**src/rtl/event_packer.sv**
```systemverilog
// rtl/event_packer.sv - packs channel grants and scan-cycle markers into an 8-deep word FIFO
module event_packer (
  input  logic        clk_i,
  input  logic        resetn_i,
  input  logic [15:0] ch_sel_i,
  input  logic        zero_i,
  input  logic        cycle_done_i,
  input  logic        enable_i,
  input  logic        clear_i,
  input  logic        rd_ready_i,
  output logic [15:0] data_o,
  output logic        valid_o,
  output logic [3:0]  level_o,
  output logic        overflow_o,
  output logic        onehot_err_o
);

  typedef enum logic {IDLE, PEND} state_t;

  localparam logic [3:0] DEPTH = 4'd8;

  state_t      state;
  logic [10:0] ts;
  logic [3:0]  count;
  logic [3:0]  snap_count;
  logic [10:0] snap_ts;
  logic        overflow;
  logic        onehot_err;

  logic [15:0] mem [8];
  logic [2:0]  wr_ptr;
  logic [2:0]  rd_ptr;
  logic [3:0]  level;

  logic        capture;
  logic        multi_hot;
  logic [3:0]  ch_idx;
  logic [3:0]  count_next;
  logic        done;
  logic        full;
  logic        empty;
  logic        pop;
  logic        marker_try;
  logic        push_req;
  logic        push_ok;
  logic        event_drop;
  logic [15:0] push_word;

  // Lowest set grant bit wins when more than one channel is flagged
  always_comb begin
    ch_idx = 4'd0;
    for (int i = 15; i >= 0; i--) begin
      if (ch_sel_i[i]) ch_idx = 4'(i);
    end
  end

  // Capture, marker arbitration and FIFO handshake decode
  always_comb begin
    capture    = enable_i && !zero_i && (ch_sel_i != 16'h0000);
    multi_hot  = (ch_sel_i & (ch_sel_i - 16'd1)) != 16'h0000;
    count_next = count;
    if (capture && count != 4'd15) count_next = count + 4'd1;
    done       = enable_i && cycle_done_i;
    full       = (level == DEPTH);
    empty      = (level == 4'd0);
    pop        = !empty && rd_ready_i;
    marker_try = (state == PEND) && !capture;
    push_req   = capture || marker_try;
    push_ok    = push_req && (!full || pop) && !clear_i;
    event_drop = capture && full && !pop;
    push_word  = capture ? {1'b0, ch_idx, ts} : {1'b1, snap_count, snap_ts};
  end

  // Timestamp, per-cycle count, marker FSM and sticky flags
  always_ff @(posedge clk_i or negedge resetn_i) begin
    if (!resetn_i) begin
      state      <= IDLE;
      ts         <= '0;
      count      <= '0;
      snap_count <= '0;
      snap_ts    <= '0;
      overflow   <= 1'b0;
      onehot_err <= 1'b0;
    end else if (clear_i) begin
      state      <= IDLE;
      ts         <= '0;
      count      <= '0;
      snap_count <= '0;
      snap_ts    <= '0;
      overflow   <= 1'b0;
      onehot_err <= 1'b0;
    end else begin
      if (enable_i) ts <= ts + 11'd1;
      count <= done ? 4'd0 : count_next;
      if (capture && multi_hot) onehot_err <= 1'b1;
      if (event_drop) overflow <= 1'b1;
      case (state)
        IDLE: begin
          if (done) begin
            state      <= PEND;
            snap_count <= count_next;
            snap_ts    <= ts;
          end
        end
        PEND: begin
          // A second scan end before the old marker lands loses the new one
          if (done) overflow <= 1'b1;
          if (marker_try && push_ok) state <= IDLE;
        end
        default: state <= IDLE;
      endcase
    end
  end

  // FIFO pointers and occupancy
  always_ff @(posedge clk_i or negedge resetn_i) begin
    if (!resetn_i) begin
      wr_ptr <= '0;
      rd_ptr <= '0;
      level  <= '0;
    end else if (clear_i) begin
      wr_ptr <= '0;
      rd_ptr <= '0;
      level  <= '0;
    end else begin
      if (push_ok) wr_ptr <= wr_ptr + 3'd1;
      if (pop)     rd_ptr <= rd_ptr + 3'd1;
      if (push_ok && !pop)      level <= level + 4'd1;
      else if (!push_ok && pop) level <= level - 4'd1;
    end
  end

  // FIFO storage; contents are meaningless once the level drops to zero
  always_ff @(posedge clk_i) begin
    if (push_ok) mem[wr_ptr] <= push_word;
  end

  assign data_o       = empty ? 16'h0000 : mem[rd_ptr];
  assign valid_o      = !empty;
  assign level_o      = level;
  assign overflow_o   = overflow;
  assign onehot_err_o = onehot_err;

endmodule

```
**config.mk**
```make
export PLATFORM = sky130hd
export DESIGN_NAME = event_packer
export DESIGN_NICKNAME = d
export VERILOG_FILES = /design/src/rtl/event_packer.sv
export SDC_FILE = /design/constraint.sdc
export NUM_CORES = 1
export LEC_CHECK = 0
export ABC_AREA = 1
export CAP_MARGIN = 20
export CORE_ASPECT_RATIO = 1.2
export CORE_MARGIN = 2
export CORE_UTILIZATION = 53
export CTS_CLUSTER_DIAMETER = 30
export DETAILED_ROUTE_END_ITERATION = 10
export PLACE_DENSITY = 0.82
export SLEW_MARGIN = 20
export SYNTH_ARGS = -nofsm -noshare
export SYNTH_HDL_FRONTEND = slang
export SYNTH_SLANG_ARGS = --single-unit
```
**constraint.sdc**
```tcl
create_clock -name clk_i -period 2.1 [get_ports clk_i]
set_input_delay 0.42 -clock clk_i [delete_from_list [all_inputs] [get_ports clk_i]]
set_output_delay 0.42 -clock clk_i [all_outputs]
set_load 0.01 [all_outputs]
```
Yosys cells after proc, flatten, opt, wreduce, memory -nomap -nowiden
Memory sizes are Yosys's and may differ from the RTL's.
Index checks and enable logic that the tools add are counted.

storage, ports and cells
  bits in registers = 43
  output and inout bits = 23
  bits in writable memories = 128
  logic and storage cells = 104
  memories kept = 1

memory list
  name  depth  bits a word  rd ports  clocked after Yosys merged registers in  wr ports  RTL line  source
  mem   8      16           1         0                                        1         30        logic [15:0] mem [8];

operators by class
  reduce and logical (&&, ||, !) cells = 33
  bitwise logic cells = 2
  multiplexer cells = 48
  add/subtract/negate cells = 7
  eq/ne operators = 3

operators by type and width
  kind                                                number
  two-way mux 4 bit                                   25
  two-way mux 11 bit                                  5
  two-way mux 16 bit                                  2
  nonzero test 16 bit                                 2
  bitwise AND 16 bit                                  1
  subtractor 16 x 1 -> 16 bit, second input constant  1
  logical AND 1 bit                                   14
  two-way mux 3 bit                                   4
  adder 11 x 1 -> 11 bit, second input constant       1
  two-way mux 1 bit                                   11
  nonzero test 2 bit                                  5
  adder 4 x 1 -> 4 bit, second input constant         2
  logical NOT 1 bit                                   7
  adder 3 x 1 -> 3 bit, second input constant         2
  equality test 4 bit, second input constant          1
  logical NOT 4 bit                                   1
  inequality test 4 bit, second input constant        1
  subtractor 4 x 1 -> 4 bit, second input constant    1
  nonzero test 3 bit                                  1
  logical OR 1 bit                                    2
  inequality test 2 bit, second input constant        1
  case mux 1 bit (2 select lines)                     1
  AND reduction 2 bit                                 1
  NOT 1 bit                                           1

Logic depth before layout (Yosys ltp)
  depth in word-level cells = 17
  mapped depth = 17

Worst setup path before layout
Ideal clock, no wire load.

  path kind = input -> register
  start point = input ch_sel_i[6]
  end point = memory mem[0][0], enable pin
  library setup time = 388 ps
  arrival time = 1,901 ps
  path slack = -189 ps
  stages on the path = 10
  cells stage by stage = nor2_1 nand2_1 nor2_4 nand2_2 nand2_4 nand2_4 nand2_4 nor2_4 nand2_1 nor2_1

between the ends
  cells in the longest elaborated chain, start to end = 9

ends and longest elaborated chain
  what                                         RTL line  source
  start, declared                              5         input logic [15:0] ch_sel_i,
  nonzero test 16 bit (*)                      59        capture = enable_i && !zero_i && (ch_sel_i != 16'h0000);
  logical AND 1 bit (*)                        59
  logical NOT 1 bit                            67        marker_try = (state == PEND) && !capture;
  logical AND 1 bit                            67
  logical OR 1 bit (*)                         68        push_req = capture || marker_try;
  logical AND 1 bit (*) (2 in a row)           69        push_ok = push_req && (!full || pop) && !clear_i;
  two-way mux 1 bit (*)                        135       if (push_ok) mem[wr_ptr] <= push_word;
  two-way mux 1 bit (not written as such) (*)  135
  end, declared                                30

Mark *: on every way between the ends. The rest lies on a longest branch, timed or not.

Worst setup path in the final report
  start point = register rd_ptr[0]
  end point = output data_o[11]

between the ends
  cells in the longest elaborated chain, start to end = 2

ends and longest elaborated chain
  what                      RTL line  source
  start, declared           32        logic [2:0] rd_ptr;
  start signal, assigned    127       if (pop) rd_ptr <= rd_ptr + 3'd1;
  memory read (8 x 16 bit)  --
  two-way mux 16 bit        138       assign data_o = empty ? 16'h0000 : mem[rd_ptr];
  end, declared             11        output logic [15:0] data_o,

Every way passes these cells.

==> summary.md <==
| Metric | Value |
|---|---|
| Status | finished, violations left |
| Failing checks | negative setup slack |
| Pin count of the biggest net entering global routing | 33 |
| DIE AREA | roughly 15000 um2 |
| Worst skew pair latency | 0.44 ns |
| Post-layout min period | ~2.4 ns |
| Worst-margin pin slew | roughly 0.77 ns |
| Critical setup path kind | flip-flop to output pin |
| Core ar. | about 14000 um2 |
| FF+latch area | between 4000 and 5000 um2 |
| Max Fclk | 410.7 MHz |
| Synthesized flop and latch total | 171 |
| Syn nets | ~750 |
| Metal-1 WL | between 7000 and 8000 um |
| Worst slack at placement | -0.6935 ns |
| Worst Hold Slack | slightly above 0.4 ns |
| R2r setup slk | about 0.020 ns |
| H-tree depth | 4 |
| Worst min path class | primary input to flip-flop |
| Leakage | between 4 and 5 nW |
| CTS tree | built |
| Final WL | ~23000 um |
| Initial core utilization | between 50% and 60% |
| Top cell by count, worst path | buf_12 |
| Maxcap violations | 0 |
| Vias | 6588 |
| Mapped cell area | between 7000 and 8000 um2 |
| CP Data Required Time | around 1.7 ns |
| Area of the multi-input gates | approximately 2700 um2 |
| # rows | 47 |
| Initial antenna violation count | 0 |
| DRC | 0 |
| Total chip power | ~11 mW |
| Mapped Cells | approximately 700 |
| Switching share of power | ~33% |
| Area Overhead vs Synth | 36.93% |
| Clock Sinks | 171 |
| Routed len/inst | around 21 um |
| Switching power | between 3 and 4 mW |
| Clock slew at reported path FFs | about 0.07 ns |
| Die X-Extent | 112.8 um |
| Met3 wire len | around 2000 um |
| # nets final | slightly above 900 |
| DR iter-0 viols | approximately 660 |
| Post-synthesis sequential area ratio | around two thirds |
| Post-synth cell types | 32 |
| RSZ-0062 raised after global routing | true |
| Placed Instances | roughly 1k |
| CTS Buffer Depth | 2 |
| Clk pwr share | about 30% |
| CP cell instances | inv_4 -> buf_12 -> buf_12 -> buf_6 -> nor2_2 -> o22ai_2 -> o21ai_1 -> a31oi_1 -> buf_2 |
| Yosys warns | 0 |
| Hold path cells | 4 |
| CTS root buffer | clkbuf_16 |
| Antenna diode count | 0 |
| Top Metal Used | met4 |
| Slowest-stage cell, CP | dfrtp_2 |
| VDD IR-drop max | about 0.00067 V |
| Top Ports | 46 |
| Final worst slack | -0.3351 ns |
| Internal power | a little over 7 mW |
| Slew Limit Headroom | roughly 48% |
| Commonest non-fill, non-tap cell in the layout | edfxtp_1 |
| Final Max Slew Viols | 0 |
| Tcrit/Tclk final | 116.0% |
| Setup crit end kind | output pin |
| Final hold viol count | 0 |
| CP startpoint kind | flip-flop |
| Vias in the first global route | 6416 |
| GRT Total Usage | 27.17% |
| Sequential power share | 35.6% |
| Port bufs | 45 |
| RePlAce Congestion | about 0.89 |
| R2r worst-path depth | 13 |
| First-pass GRT wire length | between 30000 and 40000 um |
| Grt ovf | 0 |
| Cell area power density | 1031 nW/um2 |
| Most frequent cells in the layout | edfxtp_1, nor2_1, buf_4, nand2_1, o21ai_0 |
| Ratio of cells with drive above 1 in the final layout | between 30% and 40% |
| Critical R2R Launch | level_o[0] |
| Logic pwr share | approximately a third |
| Hold endpoint | ts[0] |
| Routed wl met2 | roughly 12000 um |
| Crit-path max FO | 8 |
| Detailed Place HPWL | 11830 um |
| Final Setup Violations | 16 |
| Fill cell count | approximately 740 |
| CTS Buf Count | 17 |
| Iteration count of the initial detailed-routing pass | 5 |
| Antenna viol nets, final | 0 |
| Hold path startpoint | enable_i |
| Data arrival, critical path | about 2 ns |
| Worst reg2reg endpoint | level_o[3] |
| Synthesized area per cell | around 10 um2 |
| DIE HEIGHT | between 100 and 150 um |
| Worst Skew | around 0.012 ns |
| Crit-path max cell delay | between 0.4 and 0.5 ns |
| Vias per cell | between 6 and 7 |
| Cell Count, Final, Fillers Out | ~1.1k |
final cells by class:
cell class | count | area share [%]
Tap cell | 171 | 2.074
Sequential cell | 171 | 47.71
Multi-Input combinational cell | 461 | 25.89
Clock buffer | 17 | 4.123
Timing Repair Buffer | 176 | 16.44
Clock inverter | 15 | 1.710
Inverter | 53 | 2.049
logic make-up after synthesis:
family	synth area share [%]
adder cells (fa/ha/maj)	1.262
multiplexers	0.1329
AO/OA/AOI/OAI	13.52
XOR/XNOR	0.4649
AND/OR/NAND/NOR	14.90
flip-flops	65.29
buffers and inverters	4.434
Yosys cell counts, drive strengths merged:
| master | n | area [um2] |
|---|---|---|
| mux2i | 1 | 10.01 |
| o31ai | 3 | 22.52 |
| o22ai | 19 | 118.9 |
| nand2 | 86 | 384.1 |
| clkbuf | 26 | 97.59 |
| o21a | 2 | 15.01 |
| nand4 | 2 | 12.51 |
| o21ai | 127 | 635.6 |
| a31oi | 17 | 106.4 |
| fa | 1 | 20.02 |
| buf | 7 | 35.03 |
| o31a | 1 | 8.760 |
| nor3 | 3 | 15.01 |
| ha | 6 | 75.07 |
| dfrtp | 43 | 1076 |
| xor2 | 4 | 35.03 |
| a21oi | 16 | 80.08 |
| nor2 | 142 | 563.0 |
| edfxtp | 128 | 3844 |
| inv | 53 | 201.4 |
| a31o | 1 | 8.760 |
| a211oi | 3 | 22.52 |
| nand3 | 27 | 147.6 |
metrics by stage:
stage | util [%] | setup TNS, ns | area (um2)
after CTS | 71.74 | -2.634 | 9915
final | 74.66 | -4.032 | 10320
after global routing | 74.66 | -4.651 | 10320
after floorplan | - | -20.55 | 7545
after detailed placement | 64.58 | -114.72 | 8925
after global placement | 64.58 | -97.18 | 8925
critical path: cells and delay by family, from the launching register on:
family | cells | cell delay, ns
AO/OA/AOI/OAI | 3 | 0.44
buffers and inverters | 5 | 0.64
flip-flops | 1 | 0.45
AND/OR/NAND/NOR | 1 | 0.03
sequential cells by signal, summed over array words and instances (netlist names):
name,flops
level_o,4
mem,128
ts,11
rd_ptr,3
count,4
overflow_o,1
state,1
snap_count,4
onehot_err_o,1
snap_ts,11
wr_ptr,3
routing by layer:
layer  global-route usage [%]  vias up
met5                        0        -
met4                    13.48        0
met3                    5.206      118
met2                    49.17      447
met1                    30.60     3179
li1                         -     2844
power by group through the flow:
stage	Sequential [mW]	Clock, mW	Combinational [mW]
floorplan	3.85	0	1.28
global placement	3.82	0	2.58
finish	3.78	3.20	3.66
CTS	3.77	3.14	3.04
global route	3.79	3.33	3.83
detailed placement	3.83	0	2.67
worst max-delay path by stage:
stage	slack (ns)	cells past startpoint	from	end
2_1_floorplan	-0.17	10	ch_sel_i[0]	mem[0][0]
3_3_place_gp	-0.62	17	ch_sel_i[4]	level_o[3]
3_5_place_dp	-0.69	17	ch_sel_i[4]	level_o[3]
4_1_cts	-0.22	8	rd_ptr[0]	data_o[9]
5_1_grt	-0.36	9	rd_ptr[0]	data_o[11]
6_report	-0.34	9	rd_ptr[0]	data_o[11]
repair_timing:
item | CTS | global route
setup endpoints to repair | 170 | 155
resized for setup | 188 | 105
pin swaps | 34 | 45
hold buffers | 1 | 0
setup buffers | 17 | 9
endpoints found under the hold margin | 16 | 0
gates cloned | 4 | 2
(Power assumes the default switching activity.)
